File: src/rtl/mc_control_fsm.sv
// rtl/mc_control_fsm.sv - multicycle control FSM for the 16-bit datapath
module mc_control_fsm #(
   parameter int STATE_W = 3
) (
   input  logic               clk,
   input  logic               reset,
   input  logic [3:0]         opcode,
   input  logic [3:0]         ext_op,
   input  logic               cond_true,
   input  logic               mem_ready,
   output logic               mem_read,
   output logic               mem_write,
   output logic               addr_sel,
   output logic               ir_en,
   output logic               mdr_en,
   output logic               pc_en,
   output logic [1:0]         pc_sel,
   output logic [1:0]         alu_src_b,
   output logic               flags_en,
   output logic               reg_write,
   output logic [1:0]         wb_sel,
   output logic               illegal,
   output logic [STATE_W-1:0] state_dbg
);

   localparam logic [STATE_W-1:0] S_FETCH  = 3'd0;
   localparam logic [STATE_W-1:0] S_DECODE = 3'd1;
   localparam logic [STATE_W-1:0] S_EXEC   = 3'd2;
   localparam logic [STATE_W-1:0] S_MEMRD  = 3'd3;
   localparam logic [STATE_W-1:0] S_MEMWR  = 3'd4;
   localparam logic [STATE_W-1:0] S_WB     = 3'd5;
   localparam logic [STATE_W-1:0] S_BRANCH = 3'd6;
   localparam logic [STATE_W-1:0] S_JUMP   = 3'd7;

   localparam logic [2:0] C_R     = 3'd0;
   localparam logic [2:0] C_IMM   = 3'd1;
   localparam logic [2:0] C_LUI   = 3'd2;
   localparam logic [2:0] C_LOAD  = 3'd3;
   localparam logic [2:0] C_STOR  = 3'd4;
   localparam logic [2:0] C_BCOND = 3'd5;
   localparam logic [2:0] C_JCOND = 3'd6;
   localparam logic [2:0] C_ILL   = 3'd7;

   logic [STATE_W-1:0] state_q, state_d;
   logic [STATE_W-1:0] cur_state;
   logic [2:0]         cls;

   // While reset is held low the outputs decode as FETCH with all enables suppressed.
   assign cur_state = reset ? state_q : S_FETCH;
   assign state_dbg = state_q;

   // Instruction class decode from the IR opcode fields.
   always_comb begin
      cls = C_IMM;
      case (opcode)
         4'b0000: cls = C_R;
         4'b1111: cls = C_LUI;
         4'b1100: cls = C_BCOND;
         4'b0100: begin
            case (ext_op)
               4'b0000: cls = C_LOAD;
               4'b0100: cls = C_STOR;
               4'b1100: cls = C_JCOND;
               default: cls = C_ILL;
            endcase
         end
         default: cls = C_IMM;
      endcase
   end

   // State register; active-low reset abandons any access in flight.
   always_ff @(posedge clk) begin
      if (!reset) state_q <= S_FETCH;
      else        state_q <= state_d;
   end

   // Next-state selection.
   always_comb begin
      state_d = state_q;
      case (state_q)
         S_FETCH:  if (mem_ready) state_d = S_DECODE;
         S_DECODE: begin
            case (cls)
               C_R, C_IMM, C_LUI: state_d = S_EXEC;
               C_LOAD:            state_d = S_MEMRD;
               C_STOR:            state_d = S_MEMWR;
               C_BCOND:           state_d = S_BRANCH;
               C_JCOND:           state_d = S_JUMP;
               default:           state_d = S_FETCH;
            endcase
         end
         S_EXEC:   state_d = S_WB;
         S_MEMRD:  if (mem_ready) state_d = S_WB;
         S_MEMWR:  if (mem_ready) state_d = S_FETCH;
         S_WB:     state_d = S_FETCH;
         S_BRANCH: state_d = S_FETCH;
         S_JUMP:   state_d = S_FETCH;
         default:  state_d = S_FETCH;
      endcase
   end

   // Datapath control outputs decoded from the current state and class.
   always_comb begin
      mem_read  = 1'b0;
      mem_write = 1'b0;
      addr_sel  = 1'b0;
      ir_en     = 1'b0;
      mdr_en    = 1'b0;
      pc_en     = 1'b0;
      pc_sel    = 2'b00;
      alu_src_b = 2'b00;
      flags_en  = 1'b0;
      reg_write = 1'b0;
      wb_sel    = 2'b00;
      illegal   = 1'b0;
      case (cur_state)
         S_FETCH: begin
            mem_read = 1'b1;
            if (mem_ready && reset) begin
               ir_en = 1'b1;
               pc_en = 1'b1;
            end
         end
         S_DECODE: illegal = (cls == C_ILL);
         S_EXEC: begin
            alu_src_b = (cls == C_R) ? 2'b00 : 2'b01;
            flags_en  = (cls == C_R) || (cls == C_IMM);
         end
         S_MEMRD: begin
            mem_read = 1'b1;
            addr_sel = 1'b1;
            mdr_en   = mem_ready;
         end
         S_MEMWR: begin
            mem_write = 1'b1;
            addr_sel  = 1'b1;
         end
         S_WB: begin
            reg_write = 1'b1;
            if (cls == C_LOAD)     wb_sel = 2'b01;
            else if (cls == C_LUI) wb_sel = 2'b10;
            else                   wb_sel = 2'b00;
         end
         S_BRANCH: if (cond_true) begin
            pc_en  = 1'b1;
            pc_sel = 2'b01;
         end
         S_JUMP: if (cond_true) begin
            pc_en  = 1'b1;
            pc_sel = 2'b10;
         end
         default: ;
      endcase
   end

endmodule

File: config.mk
export PLATFORM = sky130hd
export DESIGN_NAME = mc_control_fsm
export DESIGN_NICKNAME = d
export VERILOG_FILES = /design/src/rtl/mc_control_fsm.sv
export SDC_FILE = /design/constraint.sdc
export NUM_CORES = 1
export LEC_CHECK = 0
export CAP_MARGIN = 20
export CORE_AREA = 8 8 45 47
export DETAILED_ROUTE_END_ITERATION = 10
export DIE_AREA = 0 0 53 55
export HOLD_SLACK_MARGIN = 0.15
export PLACE_DENSITY = 0.85
export SLEW_MARGIN = 20
export SYNTH_ARGS = -nofsm -noshare
export SYNTH_HDL_FRONTEND = slang
export SYNTH_SLANG_ARGS = --single-unit
File: constraint.sdc
create_clock -name clk -period 1.25 [get_ports clk]
set_input_delay 0.25 -clock clk [delete_from_list [all_inputs] [get_ports clk]]
set_output_delay 0.25 -clock clk [all_outputs]
set_load 0.05 [all_outputs]
==> key figures, run 1 <==
CTS
  – H-Tree Depth: 1
  – CTS Buf Count: 3
  – Post-CTS Hold Fix Bufs: 0
  – Setup bufs post-CTS: 6
  – # clock sinks: 3
  – Gates resized, CTS repair: 31
  – Maximum buffer depth of the clock tree: 2
  – CTS Root Cell: clkbuf_4

Synth
  – Mux cell area share after synthesis: 0
  – Synthesized cell area: 422.9 um^2
  – Post-synthesis async set-or-reset flop share: 0
  – Synth Instances: 62
  – Ranking of synthesized cells by area: dfxtp_1 (14%), a21oi_1 (7.1%), nand2_1 (7.1%), nor2_1 (6.2%), buf_4 (5.3%)
  – Xor/xnor cell area share of the yosys netlist: 0.02071
  – Main combinational cell family by area after synthesis: simple AND/OR/NAND/NOR gates
  – Post-synth EDFFs: 0
  – Share of Yosys cell area claimed by the top area cell type: 0.1420
  – Area leader, netlist: dfxtp_1
  – Register bit total from synthesis: 3
  – Adder-cell area share of the yosys netlist: 0
  – Post-synth net total: 74
  – Synth warn: 0
  – Synth Flop Type: dfxtp_1
  – Synth unique cells: 31
  – Mapped Avg Cell Area: 6.821 um^2
  – Sequential area share after synthesis: 0.1420
  – Synth Area in Compound Gates: 0.2160
  – Synth Area in Simple Gates: 0.5059

Placed design
  – Port-buffer cells: 28
  – Post-DP HPWL: 1813 um
  – RePlAce Congestion: 0.8132

Status
  – Fail Step: clock tree synthesis
  – Stop Error: [ERROR DPL-0033] detailed placement checks failed during check placement.
  – Status: aborted with a tool error

Floorplan
  – Die width: 53 um
  – Die height: 55 um
  – Starting Density: 0.3056
  – IO Pins: 30
  – Row cnt: 14
## through the flow
stage / hold WS (ns) / setup WS, ns / TNS, ns / instances / area (um^2)
detailed placement: 0.5666 / -0.6158 / -7.280 / 128 / 1214
floorplan: 0.3519 / -0.3502 / -2.199 / 62 / 593.1
global placement: 0.5525 / -0.5603 / -6.437 / 128 / 1214
## cell usage after synthesis (2+ instances only)
library cell / instances
and3_1: 3
o31ai_1: 2
nor2_1: 7
inv_1: 3
nor2b_1: 2
dfxtp_1: 3
buf_4: 3
a21oi_1: 6
nand2b_1: 2
nand2_1: 8
nand3_1: 3
## cells by family after synthesis
family	Yosys count
buffers and inverters	7
DFF	3
and+or+nand+nor	36
other	1
xor gates and xnor gates	1
AOI/OAI and AO/OA	14
==> run 2, diff against run 1 <==
--- a/config.mk
+++ b/config.mk
@@ -6,11 +6,10 @@
 export NUM_CORES = 1
 export LEC_CHECK = 0
 export CAP_MARGIN = 20
-export CORE_AREA = 8 8 45 47
+export CORE_AREA = 8 8 69 71
 export DETAILED_ROUTE_END_ITERATION = 10
-export DIE_AREA = 0 0 53 55
-export HOLD_SLACK_MARGIN = 0.15
-export PLACE_DENSITY = 0.85
+export DIE_AREA = 0 0 77 79
+export PLACE_DENSITY_LB_ADDON = 0.15
 export SLEW_MARGIN = 20
 export SYNTH_ARGS = -nofsm -noshare
 export SYNTH_HDL_FRONTEND = slang
==> key figures, run 2 <==
Status
  – Status: finished, violations left
  – Violated checks: setup timing

Global route
  – All-layer global routing usage: 0.07096
  – Largest net degree at the start of global routing: 10
  – First-pass GRT wire length: 3525 um
  – Antenna violations before repair: 0
  – Vias in the first global route: 760
  – Total grt overflow: 0

Synth
  – Post-synth EDFFs: 0 (unchanged)
  – Sequential area share after synthesis: 0.1420 (unchanged)
  – Synth Area in Compound Gates: 0.2160 (unchanged)
  – Xor/xnor cell area share of the yosys netlist: 0.02071 (unchanged)
  – Register bit total from synthesis: 3 (unchanged)
  – Synth unique cells: 31 (unchanged)
  – Synth warn: 0 (unchanged)
  – Post-synth top cells: nand2_1 (8), nor2_1 (7), a21oi_1 (6)
  – Main combinational cell family by area after synthesis: simple AND/OR/NAND/NOR gates
  – Synth Flop Type: dfxtp_1
  – Adder-cell area share of the yosys netlist: 0 (unchanged)
  – Mapped Avg Cell Area: 6.821 um^2 (unchanged)
  – Mux cell area share after synthesis: 0 (unchanged)
  – Post-synth net total: 74 (unchanged)
  – Post-synthesis async set-or-reset flop share: 0 (unchanged)
  – Synthesized cell area: 422.9 um^2 (unchanged)
  – Top-count cell post-synth: nand2_1
  – Synth Area in Simple Gates: 0.5059 (unchanged)
  – Ranking of synthesized cells by area: dfxtp_1 (14%), a21oi_1 (7.1%), nand2_1 (7.1%), nor2_1 (6.2%), buf_4 (5.3%)
  – Synth Instances: 62 (unchanged)
  – Area leader, netlist: dfxtp_1
  – Share of Yosys cell area claimed by the top area cell type: 0.1420 (unchanged)

Timing
  – Final setup fails: 17
  – Hold Violations, Final: 0
  – Period minus WS final: 1.572 ns
  – RSZ-0062 raised after global routing: yes
  – Setup TNS: -3.428 ns
  – Max Freq: 636.1 MHz
  – Tcrit/Tclk final: 1.258
  – Clk_skew: 0.003352 ns
  – Max-slew violations: 0
  – Setup slack after layout: -0.3222 ns

Routing
  – Initial drt markers: 21
  – Drt first pass iters: 4
  – DRC errors left: 0
  – Via-to-Cell Ratio: 3.786
  – Drt wl/cell: 11.31 um
  – Overall routed net length: 1957 um
  – Vias: 655
  – DRT antenna net count: 0

Cells and area
  – # diodes: 0
  – Final nets: 136
  – Area grow syn2layout: 244.4%
  – Non-filler instance count after layout: 173
  – Final Core Density: 0.3834
  – Commonest non-fill, non-tap cells in the layout: buf_4 (22), buf_12 (17), buf_6 (11)
  – Max FFs per register: 3
  – Most common cell after layout, fill and taps aside: buf_4
  – Layout cell share with drive strength beyond 1: 0.7724

Setup path
  – Worst path max stage delay: 0.35 ns
  – Kind of critical path: reg2out
  – Worst reg-to-reg path cell count: 5
  – Slowest-stage cell, CP: dfxtp_4
  – Crit-path cells: buf_6 -> nor2b_4 -> and2b_4 -> and4_4 -> buf_12
  – Crit start category: flip-flop
  – Crit path from: state_dbg[1]
  – Worst Path Max Fanout: 3
  – Element type at the critical path end: primary output
  – Required time of the critical path: 1.00 ns
  – RR Startpoint: state_dbg[1]
  – CP Data Arrival Time: 1.32 ns

CTS
  – CTS Root Cell: clkbuf_8
  – H-Tree Depth: 1 (unchanged)
  – CTS tree: yes
  – CTS Buf Count: 3 (unchanged)
  – Post-CTS Hold Fix Bufs: 0 (unchanged)
  – Reg clk slew, reported paths: 0.03 ns
  – # clock sinks: 3 (unchanged)
  – Worst skew pair latency: 0.21 ns
  – Maximum buffer depth of the clock tree: 2 (unchanged)

Floorplan
  – Row cnt: 23 (+9)
  – IO Pins: 30 (unchanged)
  – Full die area: 6083 um^2
  – Die height: 79 um (+44%)
  – Starting Density: 0.1113 (-0.1943)
  – Die width: 77 um (+45%)
  – CORE AREA: 3799 um^2

Pwr
  – LEAKAGE: 0.0005820 uW
  – Reg power frac: 0.134
  – Comb power frac: 0.534
  – Sw Ratio: 0.3470
  – Switching Power: 291.3 uW
  – Pint: 548.1 uW
  – Power per standard cell area: 576.3 nW/um^2
  – Clk pwr share: 0.332
  – Peak supply drop: 0.0002879 V

Min path
  – Hold_sp: opcode[1]
  – WHS Path Cells: 4
  – Worst hold path class: in2reg

Placed design
  – Dpl cells: 164 (+28%)
  – RePlAce Congestion: 0.7322 (-10%)
  – Worst slack at placement: -0.5990 ns (+0.01679 ns)
  – Port-buffer cells: 28 (unchanged)
  – Post-DP HPWL: 1668 um (-8.0%)

Run
  – Max-cap viol count: 0
run 2: cell counts after synthesis:
No cell type changed its count.
run 2: area by class of cell:
cell class,count,area (um^2)
multi-input cells,52,541.8
inverters,3,11.26
repair buffers,61,724.4
flip-flops and latches,3,71.32
clock buffers,4,45.04
fillers,396,2342
well taps,50,62.56
run 2: per-stage QoR:
step                total power [uW]  hold WS, ns  instance area (um^2)
floorplan                      307.7       0.3519                 593.1
global placement               517.2       0.6295                  1271
CTS                            835.4       0.5259                  1429
global route                   885.8       0.4670                  1456
detailed placement             519.1       0.6213                  1271
finish                         839.4       0.4528                  1456
run 2: final timing paths:
kind | end | slack (ns)
worst max register to register | state_dbg[2] | -0.01
worst max-delay path | wb_sel[0] | -0.32
worst min register to register | state_dbg[2] | 0.61
worst min-delay path | state_dbg[2] | 0.45
run 2: routing by layer:
metal  part of all wire  track usage
met5                  0            0
met4              0.018      0.03396
met3              0.060      0.02483
met2               0.48       0.1181
met1               0.44      0.07979
run 2: critical path: cells and delay by family (launching register included):
| family | cells | cell delay (ns) |
|---|---|---|
| buf+inv | 2 | 0.25 |
| flops | 1 | 0.35 |
| simple gates | 3 | 0.51 |
run 2: what timing repair did:
action                     CTS  global route
setup endpoints to repair   19            19
gates resized for setup     29            12
buffers inserted             5             1
pin swaps                    9             6
run 2: power groups by stage:
stage	clock network (uW)	registers (uW)	logic, uW
after floorplan	0	133	175
after global placement	0	113	404
after detailed placement	0	113	406
after CTS	282	112	442
after global routing	297	114	475
final	279	112	449
run 2: kinds of logic after synthesis:
family                 after synthesis
AND/OR/NAND/NOR                     36
XOR/XNOR                             1
flip-flops                           3
AO/OA/AOI/OAI                       14
buffers and inverters                7
other                                1
No activity file was read; power rests on OpenSTA's default activity.
==> run 3, diff against run 2 <==
--- a/config.mk
+++ b/config.mk
@@ -6,6 +6,8 @@
 export NUM_CORES = 1
 export LEC_CHECK = 0
 export CAP_MARGIN = 20
+export CELL_PAD_IN_SITES_DETAIL_PLACEMENT = 1
+export CELL_PAD_IN_SITES_GLOBAL_PLACEMENT = 1
 export CORE_AREA = 8 8 69 71
 export DETAILED_ROUTE_END_ITERATION = 10
 export DIE_AREA = 0 0 77 79
==> constraint.sdc (replaced) <==
create_clock -name clk -period 1.25 [get_ports clk]
set_input_delay 0.1875 -clock clk [delete_from_list [all_inputs] [get_ports clk]]
set_output_delay 0.1875 -clock clk [all_outputs]
set_load 0.05 [all_outputs]
==> key figures, run 3 (synthesized netlist as in run 2, its figures left out) <==
Timing
  – Max-slew violations: 0 (unchanged)
  – Setup slack after layout: -0.2765 ns (+0.04566 ns)
  – Tcrit/Tclk final: 1.221 (-0.03653)
  – Period minus WS final: 1.526 ns (-0.04566 ns)
  – Hold Violations, Final: 0 (unchanged)
  – Worst hold slack: 0.5522 ns (+0.09940 ns)
  – Clk_skew: 0.0005662 ns (-0.002785 ns)
  – Max Freq: 655.1 MHz (+3.0%)
  – Final setup fails: 16 (-1)
  – RSZ-0062 raised after global routing: yes

CTS
  – Post-CTS Hold Fix Bufs: 0 (unchanged)
  – Worst skew pair latency: 0.22 ns (about the same)
  – # clock sinks: 3 (unchanged)
  – CTS Buf Count: 3 (unchanged)
  – CTS tree: yes
  – CTS Root Cell: clkbuf_8
  – Maximum buffer depth of the clock tree: 2 (unchanged)
  – Reg clk slew, reported paths: 0.03 ns (about the same)
  – H-Tree Depth: 1 (unchanged)

Routing
  – Drt wl/cell: 12.50 um (+10%)
  – Initial drt markers: 14 (-33%)
  – Overall routed net length: 2187 um (+12%)
  – Via-to-Cell Ratio: 3.874 (+2.3%)
  – Vias: 678 (+3.5%)
  – DRT antenna net count: 0 (unchanged)
  – DRC errors left: 0 (unchanged)
  – Drt first pass iters: 2 (-2)

Floorplan
  – Row cnt: 23 (unchanged)
  – Starting Density: 0.1113 (unchanged)
  – Full die area: 6083 um^2 (unchanged)
  – Die height: 79 um (unchanged)
  – IO Pins: 30 (unchanged)
  – Die width: 77 um (unchanged)
  – CORE AREA: 3799 um^2 (unchanged)

Cells and area
  – Area grow syn2layout: 254.7%
  – Most common cell after layout, fill and taps aside: buf_4
  – # diodes: 0 (unchanged)
  – Commonest non-fill, non-tap cells in the layout: buf_4 (23), buf_12 (17), buf_6 (12)
  – Final nets: 138 (+1.5%)
  – Max FFs per register: 3 (unchanged)
  – Final Core Density: 0.3949 (+0.01153)
  – Layout cell share with drive strength beyond 1: 0.7600 (-0.01236)

Setup path
  – Crit start category: flip-flop
  – CP top delay family: simple AND/OR/NAND/NOR gates
  – Worst Path Max Fanout: 4 (+1)
  – Worst path max stage delay: 0.36 ns (about the same)
  – Buf/Inv on CP: 1 (-1)
  – Element type at the critical path end: primary output
  – Kind of critical path: reg2out
  – Levels on crit path: 4 (-1)
  – CP Data Arrival Time: 1.34 ns (+0.02 ns)
  – Crit-path cells: nor4b_4 -> nand3_2 -> a211oi_4 -> buf_12
  – Required time of the critical path: 1.06 ns (+0.06 ns)
  – Worst reg-to-reg path cell count: 6 (+1)
  – Slowest-stage cell, CP: dfxtp_4

Run
  – Max-cap viol count: 0 (unchanged)

Pwr
  – Power per standard cell area: 577.3 nW/um^2 (+0.17%)
  – LEAKAGE: 0.0006052 uW (+4.0%)
  – Peak supply drop: 0.0002243 V (-22%)

Placed design
  – Post-DP HPWL: 1734 um (+4.0%)
  – RePlAce Congestion: 0.6788 (-7.3%)
  – Worst slack at placement: -0.4890 ns (+0.1100 ns)
  – Port-buffer cells: 28 (unchanged)

Global route
  – Largest net degree at the start of global routing: 7 (-3)
  – Total grt overflow: 0 (unchanged)
  – Vias in the first global route: 785 (+3.3%)
  – Antenna violations before repair: 0 (unchanged)
  – First-pass GRT wire length: 3705 um (+5.1%)
  – All-layer global routing usage: 0.07478 (+0.003825)

Min path
  – Worst hold path class: in2reg
  – WHS Path Cells: 4 (unchanged)

Status
  – Violated checks: setup timing
  – Status: finished, violations left
## run 3: cell types whose count changed in the layout (fill, tap and decap cells not counted), sizes merged
cell	before	now
buf	50	52
clkdlybuf4s50	3	5
clkbuf	6	5
clkdlybuf4s15	1	0
## run 3: tightest hold or removal path, delay by kind of cell
family	cells	cell delay (ns)
AND/OR/NAND/NOR	1	0.07
buffers and inverters	2	0.41
AO/OA/AOI/OAI	1	0.07
## run 3: area by class of cell
type | instances | area, um^2
flip-flops and latches | 3 | 71.32
repair buffers | 63 | 747.0
fillers | 452 | 2298
well taps | 50 | 62.56
multi-input cells | 52 | 563.0
inverters | 3 | 11.26
clock buffers | 4 | 45.04
## run 3: power by group
part,leakage (uW),total [uW],internal [uW],switching [uW]
clock network,0.0000228,291,218,73.1
logic,0.000556,462,236,226
registers,0.0000267,112,101,11.3
total,0.000605,866,555,311
## run 3: layer usage
layer | global-route usage | share of wire | up-vias
met2 | 0.1385 | 0.53 | 25
met1 | 0.07339 | 0.39 | 307
met5 | 0 | 0 | -
met3 | 0.02370 | 0.071 | 5
met4 | 0.03962 | 0.016 | 0
li1 | - | - | 341
## run 3: what timing repair did
action,CTS,global route
pin swaps,11,11
cloned,0,0
buffers inserted,6,2
resized for setup,31,10
endpoints found under the setup margin,17,17
## run 3: worst paths after layout
| path | from | endpoint | slack, ns |
|---|---|---|---|
| hold / removal | opcode[2] | state_dbg[0] | 0.55 |
| setup reg to reg | state_dbg[1] | state_dbg[2] | -0.04 |
| setup / recovery | state_dbg[1] | illegal | -0.28 |
| hold reg to reg | state_dbg[1] | state_dbg[1] | 0.72 |
## run 3: through the flow
| step | cells | total power [uW] | instance area [um^2] | setup TNS, ns |
|---|---|---|---|---|
| 3_5_place_dp | 164 | 515.4 | 1271 | -5.131 |
| 4_1_cts | 174 | 858.4 | 1451 | -3.148 |
| 5_1_grt | 175 | 908.7 | 1500 | -3.723 |
| 6_report | 175 | 866.1 | 1500 | -2.892 |
| 3_3_place_gp | 164 | 512.0 | 1271 | -4.888 |
| 2_1_floorplan | 62 | 307.7 | 593.1 | -1.435 |
